--- src/rtl/ysyx_25040111_trap_seq.sv ---
// Trap/return sequencer: drives the CSR file's write/read/error-capture ports for exceptions and mret.
// Define YSYX_25040111_TRAP_MSTATUS_EN to add the mstatus read-modify-write states.
module ysyx_25040111_trap_seq #(
  parameter int          CAUSE_W   = 4,
  parameter logic [11:0] A_MSTATUS = 12'h300,
  parameter logic [11:0] A_MTVEC   = 12'h305,
  parameter logic [11:0] A_MEPC    = 12'h341
) (
  input  logic               clock,
  input  logic               reset,
  input  logic               trap_valid,
  input  logic [31:0]        trap_pc,
  input  logic [CAUSE_W-1:0] trap_cause,
  input  logic               mret_valid,
  output logic               req_ready,
  output logic               busy,
  output logic               csr_wen,
  output logic [11:0]        csr_waddr,
  output logic [31:0]        csr_wdata,
  output logic               csr_ren,
  output logic [11:0]        csr_raddr,
  input  logic [31:0]        csr_rdata,
  output logic               csr_err,
  output logic [CAUSE_W-1:0] csr_errtp,
  output logic               redirect_valid,
  output logic [31:0]        redirect_pc
);

  typedef enum logic [2:0] {
    IDLE    = 3'd0,
    T_EPC   = 3'd1,
    T_CAUSE = 3'd2,
    T_VEC   = 3'd3,
    R_EPC   = 3'd4,
    DONE    = 3'd5,
    S_RD    = 3'd6,
    S_WR    = 3'd7
  } state_t;

  state_t             state;
  state_t             state_nxt;
  logic [31:0]        pc_q;
  logic [CAUSE_W-1:0] cause_q;
  logic [31:0]        target_q;
  logic               accept;

  assign accept = (state == IDLE) && (trap_valid || mret_valid);

`ifdef YSYX_25040111_TRAP_MSTATUS_EN
  logic [31:0] st_q;
  logic        mret_q;

  // Trap stacks MIE into MPIE and clears MIE; mret restores MIE and sets MPIE. MPP is forced to M.
  function automatic logic [31:0] mstatus_next(input logic [31:0] st, input logic is_mret);
    logic [31:0] r;
    r = st;
    if (is_mret) begin
      r[3] = st[7];
      r[7] = 1'b1;
    end else begin
      r[7] = st[3];
      r[3] = 1'b0;
    end
    r[12:11] = 2'b11;
    return r;
  endfunction
`endif

  always_ff @(posedge clock) begin
    if (reset) state <= IDLE;
    else       state <= state_nxt;
  end

  always_ff @(posedge clock) begin
    if (reset) begin
      pc_q     <= '0;
      cause_q  <= '0;
      target_q <= '0;
`ifdef YSYX_25040111_TRAP_MSTATUS_EN
      st_q     <= '0;
      mret_q   <= 1'b0;
`endif
    end else begin
      if (accept && trap_valid) begin
        pc_q    <= trap_pc;
        cause_q <= trap_cause;
      end
      // Direct mode only: mtvec mode bits are dropped.
      if (state == T_VEC) target_q <= {csr_rdata[31:2], 2'b00};
      if (state == R_EPC) target_q <= csr_rdata;
`ifdef YSYX_25040111_TRAP_MSTATUS_EN
      if (accept)         mret_q <= ~trap_valid;
      if (state == S_RD)  st_q   <= csr_rdata;
`endif
    end
  end

  always_comb begin
    state_nxt = state;
    case (state)
      IDLE: begin
        if (trap_valid) state_nxt = T_EPC;
`ifdef YSYX_25040111_TRAP_MSTATUS_EN
        else if (mret_valid) state_nxt = S_RD;
`else
        else if (mret_valid) state_nxt = R_EPC;
`endif
      end
      T_EPC:   state_nxt = T_CAUSE;
`ifdef YSYX_25040111_TRAP_MSTATUS_EN
      T_CAUSE: state_nxt = S_RD;
      S_RD:    state_nxt = S_WR;
      S_WR:    state_nxt = mret_q ? R_EPC : T_VEC;
`else
      T_CAUSE: state_nxt = T_VEC;
`endif
      T_VEC:   state_nxt = DONE;
      R_EPC:   state_nxt = DONE;
      DONE:    state_nxt = IDLE;
      default: state_nxt = IDLE;
    endcase
  end

  // err sits in its own cycle because the CSR file ignores err while wen is high.
  always_comb begin
    req_ready      = (state == IDLE);
    busy           = (state != IDLE);
    csr_wen        = 1'b0;
    csr_waddr      = '0;
    csr_wdata      = '0;
    csr_ren        = 1'b0;
    csr_raddr      = '0;
    csr_err        = 1'b0;
    csr_errtp      = '0;
    redirect_valid = 1'b0;
    case (state)
      T_EPC: begin
        csr_wen   = 1'b1;
        csr_waddr = A_MEPC;
        csr_wdata = pc_q;
      end
      T_CAUSE: begin
        csr_err   = 1'b1;
        csr_errtp = cause_q;
      end
      T_VEC: begin
        csr_ren   = 1'b1;
        csr_raddr = A_MTVEC;
      end
      R_EPC: begin
        csr_ren   = 1'b1;
        csr_raddr = A_MEPC;
      end
      DONE: redirect_valid = 1'b1;
`ifdef YSYX_25040111_TRAP_MSTATUS_EN
      S_RD: begin
        csr_ren   = 1'b1;
        csr_raddr = A_MSTATUS;
      end
      S_WR: begin
        csr_wen   = 1'b1;
        csr_waddr = A_MSTATUS;
        csr_wdata = mstatus_next(st_q, mret_q);
      end
`endif
      default: ;
    endcase
  end

  assign redirect_pc = target_q;

endmodule
--- config.mk ---
export PLATFORM = sky130hd
export DESIGN_NAME = ysyx_25040111_trap_seq
export DESIGN_NICKNAME = d
export VERILOG_FILES = /design/src/rtl/ysyx_25040111_trap_seq.sv
export SDC_FILE = /design/constraint.sdc
export NUM_CORES = 1
export LEC_CHECK = 0
export ABC_AREA = 1
export CORE_MARGIN = 2
export CORE_UTILIZATION = 43
export DETAILED_ROUTE_END_ITERATION = 10
export PLACE_DENSITY = 0.82
export SETUP_SLACK_MARGIN = 0.05
export SYNTH_ARGS = -nofsm -noshare
export SYNTH_HDL_FRONTEND = slang
export SYNTH_SLANG_ARGS = --single-unit
--- constraint.sdc ---
create_clock -name clock -period 3.5 [get_ports clock]
set_clock_uncertainty 0.2 [all_clocks]
set_input_delay 0.7 -clock clock [delete_from_list [all_inputs] [get_ports clock]]
set_output_delay 0.7 -clock clock [all_outputs]
set_load 0.02 [all_outputs]
==> results of run 1 <==
==> cells by family after synthesis <==
| kind of cell | Yosys count | share of synthesized area [%] |
|---|---|---|
| AO/OA/AOI/OAI | 6 | 0.8912 |
| flip-flops | 71 | 42.18 |
| AND/OR/NAND/NOR | 323 | 38.25 |
| buffers and inverters | 124 | 18.57 |
| other | 1 | 0.1113 |
==> critical path, delay by kind of cell (launching register included) <==
family | cells | cell delay [ns]
simple gates | 2 | 0.45
buf+inv | 3 | 1.13
flops | 1 | 0.36
==> flip-flops by register name, summed over array words and instances (netlist names) <==
name and count:
cause_q 4, pc_q 32, redirect_pc 32, state 3
==> per-stage QoR <==
stage / hold slack [ns] / worst slack, ns
final: 0.2962 / 0.3237
after global routing: 0.3141 / 0.1193
after CTS: 0.2940 / 0.2976
after detailed placement: 0.2809 / 0.6733
after global placement: 0.2739 / 0.6977
after floorplan: 0.2949 / 1.358
==> power groups by stage <==
stage               clock network [mW]  registers, mW  logic, mW
CTS                              0.607           1.02       1.09
floorplan                            0           1.11      0.642
detailed placement                   0           1.04       1.09
global placement                     0           1.03       1.06
global route                     0.646           1.04       1.21
finish                           0.590           1.02       1.08
==> layout by cell type, fill, tap and decap left out <==
master,instances
buf_4,3
conb_1,15
clkbuf_8,11
clkinvlp_4,3
nor2_4,1
a21oi_1,4
nand2_1,110
clkdlybuf4s50_1,154
nand3_1,36
inv_1,73
nand2_2,1
dfxtp_1,71
clkinv_2,2
nor2_1,172
inv_2,2
nand3_2,1
buf_12,1
nand3_4,1
o21ai_0,2
nor3_1,1
==> final timing paths <==
kind / start / endpoint / slack [ns] / cells past startpoint
setup / recovery: state[2]$_SDFFE_PP0P_ / csr_wdata[11] / 0.32 / 5
hold / removal: redirect_pc[1]$_SDFFE_PP0N_ / redirect_pc[1]$_SDFFE_PP0N_ / 0.30 / 2
setup reg to reg: state[1]$_SDFFE_PP0P_ / pc_q[4]$_SDFFE_PP0P_ / 1.58 / 4
hold reg to reg: redirect_pc[1]$_SDFFE_PP0N_ / redirect_pc[1]$_SDFFE_PP0N_ / 0.30 / 2
==> final cells by class <==
cell class                      count  area, sq um
Clock buffer                       11        151.4
Clock inverter                      5        32.53
Fill cell                         686         2674
Inverter                           75        281.5
Multi-Input combinational cell    344         1375
Sequential cell                    71         1421
Tap cell                          102        127.6
Timing Repair Buffer              158         1584
==> per-layer routing <==
layer	vias up	GRT usage, %	wire length, um	share of wire, %
li1	1755	-	-	-
met1	1546	23.87	3580	42
met2	137	35.28	4025	47
met3	15	5.858	794	9.3
met4	0	6.716	136	1.6
met5	-	0	0	0
==> flow_summary.json, run 1 <==
{
  "status": "complete, no violations",
  "max_freq_ghz": 0.3148,
  "place_area_sq_um": 4790,
  "power.leakage_nw": 2.366,
  "cts.sinks": 71,
  "grt_usage_pct": 20.26,
  "synth_commonest_cells": "nor2_1, nand2_1, inv_1",
  "nets": 731,
  "final_core_util_pct": 65.04,
  "postCtsHoldBufs": 0,
  "yosysMostFrequentCell": "nor2_1",
  "slew_violations": 0,
  "swShare_pct": 36.46,
  "cts_root_buf": "clkbuf_8",
  "p_sw_mw": 0.9837,
  "min_path_type": "reg2reg",
  "crit_chain": "inv_2 -> nand3_1 -> buf_4 -> nor2_1 -> clkdlybuf4s50_1",
  "post_cts_resized": 0,
  "arrival_ns": 2.28,
  "finalPower_mw": 2.698,
  "portBuffers": 154,
  "io_pins": 170,
  "syn_inst": 525,
  "drt_pass1_iterations": 4,
  "cts_tree": "done",
  "ys_ff_latch": 71,
  "placed_cells_incl_taps": 750,
  "design_area_sq_um": 4974,
  "synthesis.area_sq_um": 3369,
  "postCtsSetupRepairBufs": 0,
  "cts_buffers": 9,
  "critical_path_required_ns": 2.60,
  "synth_seq_area_share_pct": 42.18,
  "dieHeight_um": 92.52,
  "grt_start_max_net_pins": 73,
  "antennaDiodeCount": 0,
  "clock_path_buffers": 2,
  "drt_iter0_drc": 109,
  "ctsHtreeMaxLevel": 3,
  "maxCapViolations": 0,
  "syn_to_final_growth_pct": 47.60,
  "floorplan.rows": 32,
  "grt_pass1_vias": 3242,
  "synth_cell_types": 18,
  "yosysTopAreaCell": "dfxtp_1",
  "tightest_slew_ns": 1.006,
  "cp_slowest_cell": "clkdlybuf4s50_1",
  "drc": 0,
  "cp_max_fo": 24,
  "critical_path_class": "reg2out",
  "power.internal_mw": 1.714,
  "max_stage_delay_ns": 0.62,
  "routed_via_density": 4.508,
  "path_clk_slew_ns": 0.07,
  "synthArstFlopShare_pct": 0,
  "cp-end-kind": "output port",
  "clk-insertion-delay-late_ns": 0.33,
  "ant_nets": 0,
  "yosysWarnings": 0,
  "min_period_ns": 3.176,
  "dp_hpwl_mm": 6.195,
  "antenna_found_initial": 0,
  "die_x_um": 92.52,
  "post_drt_wl_per_cell_um": 11.14,
  "synth_top_area_share_pct": 42.18,
  "pwr-share-clk_pct": 21.9,
  "wirelength_mm": 8.536,
  "start_kind": "register",
  "design.die.area_sq_um": 8560,
  "tns_ns": 0,
  "min_period_over_period_pct": 90.75,
  "p_seq_share_pct": 37.9,
  "powerDensity_nw_per_um2": 542.4,
  "hold_viol": 0,
  "drive_gt1_share_pct": 3.916,
  "combPwrFrac_pct": 40.2,
  "max-slew-margin-rel_pct": 32.75,
  "core_area_sq_um": 7647,
  "syn_avg_cell_area_sq_um": 6.418,
  "start_util_pct": 44.06,
  "peakVddDrop_uv": 269.2,
  "place_congestion": 0.7653,
  "synthFlopType": "dfxtp_1",
  "vias": 3453,
  "overflow": 0,
  "synth_area_leaders": "dfxtp_1, nor2_1, nand2_1",
  "grt_pass1_wl_mm": 14.20,
  "rsz0062_at_grt": "false",
  "stdcell_count": 766,
  "setup_viol": 0,
  "synth-edff-count": 0
}
Power figures use the tool's default switching activity.
==> run 2, diff against run 1 <==
--- a/config.mk
+++ b/config.mk
@@ -11,6 +11,7 @@
 export DETAILED_ROUTE_END_ITERATION = 10
 export PLACE_DENSITY = 0.82
 export SETUP_SLACK_MARGIN = 0.05
+export SKIP_LAST_GASP = 1
 export SYNTH_ARGS = -nofsm -noshare
 export SYNTH_HDL_FRONTEND = slang
 export SYNTH_SLANG_ARGS = --single-unit
==> results of run 2 <==
Same layout as run 1: the final DEF is identical, and so are final timing and power.
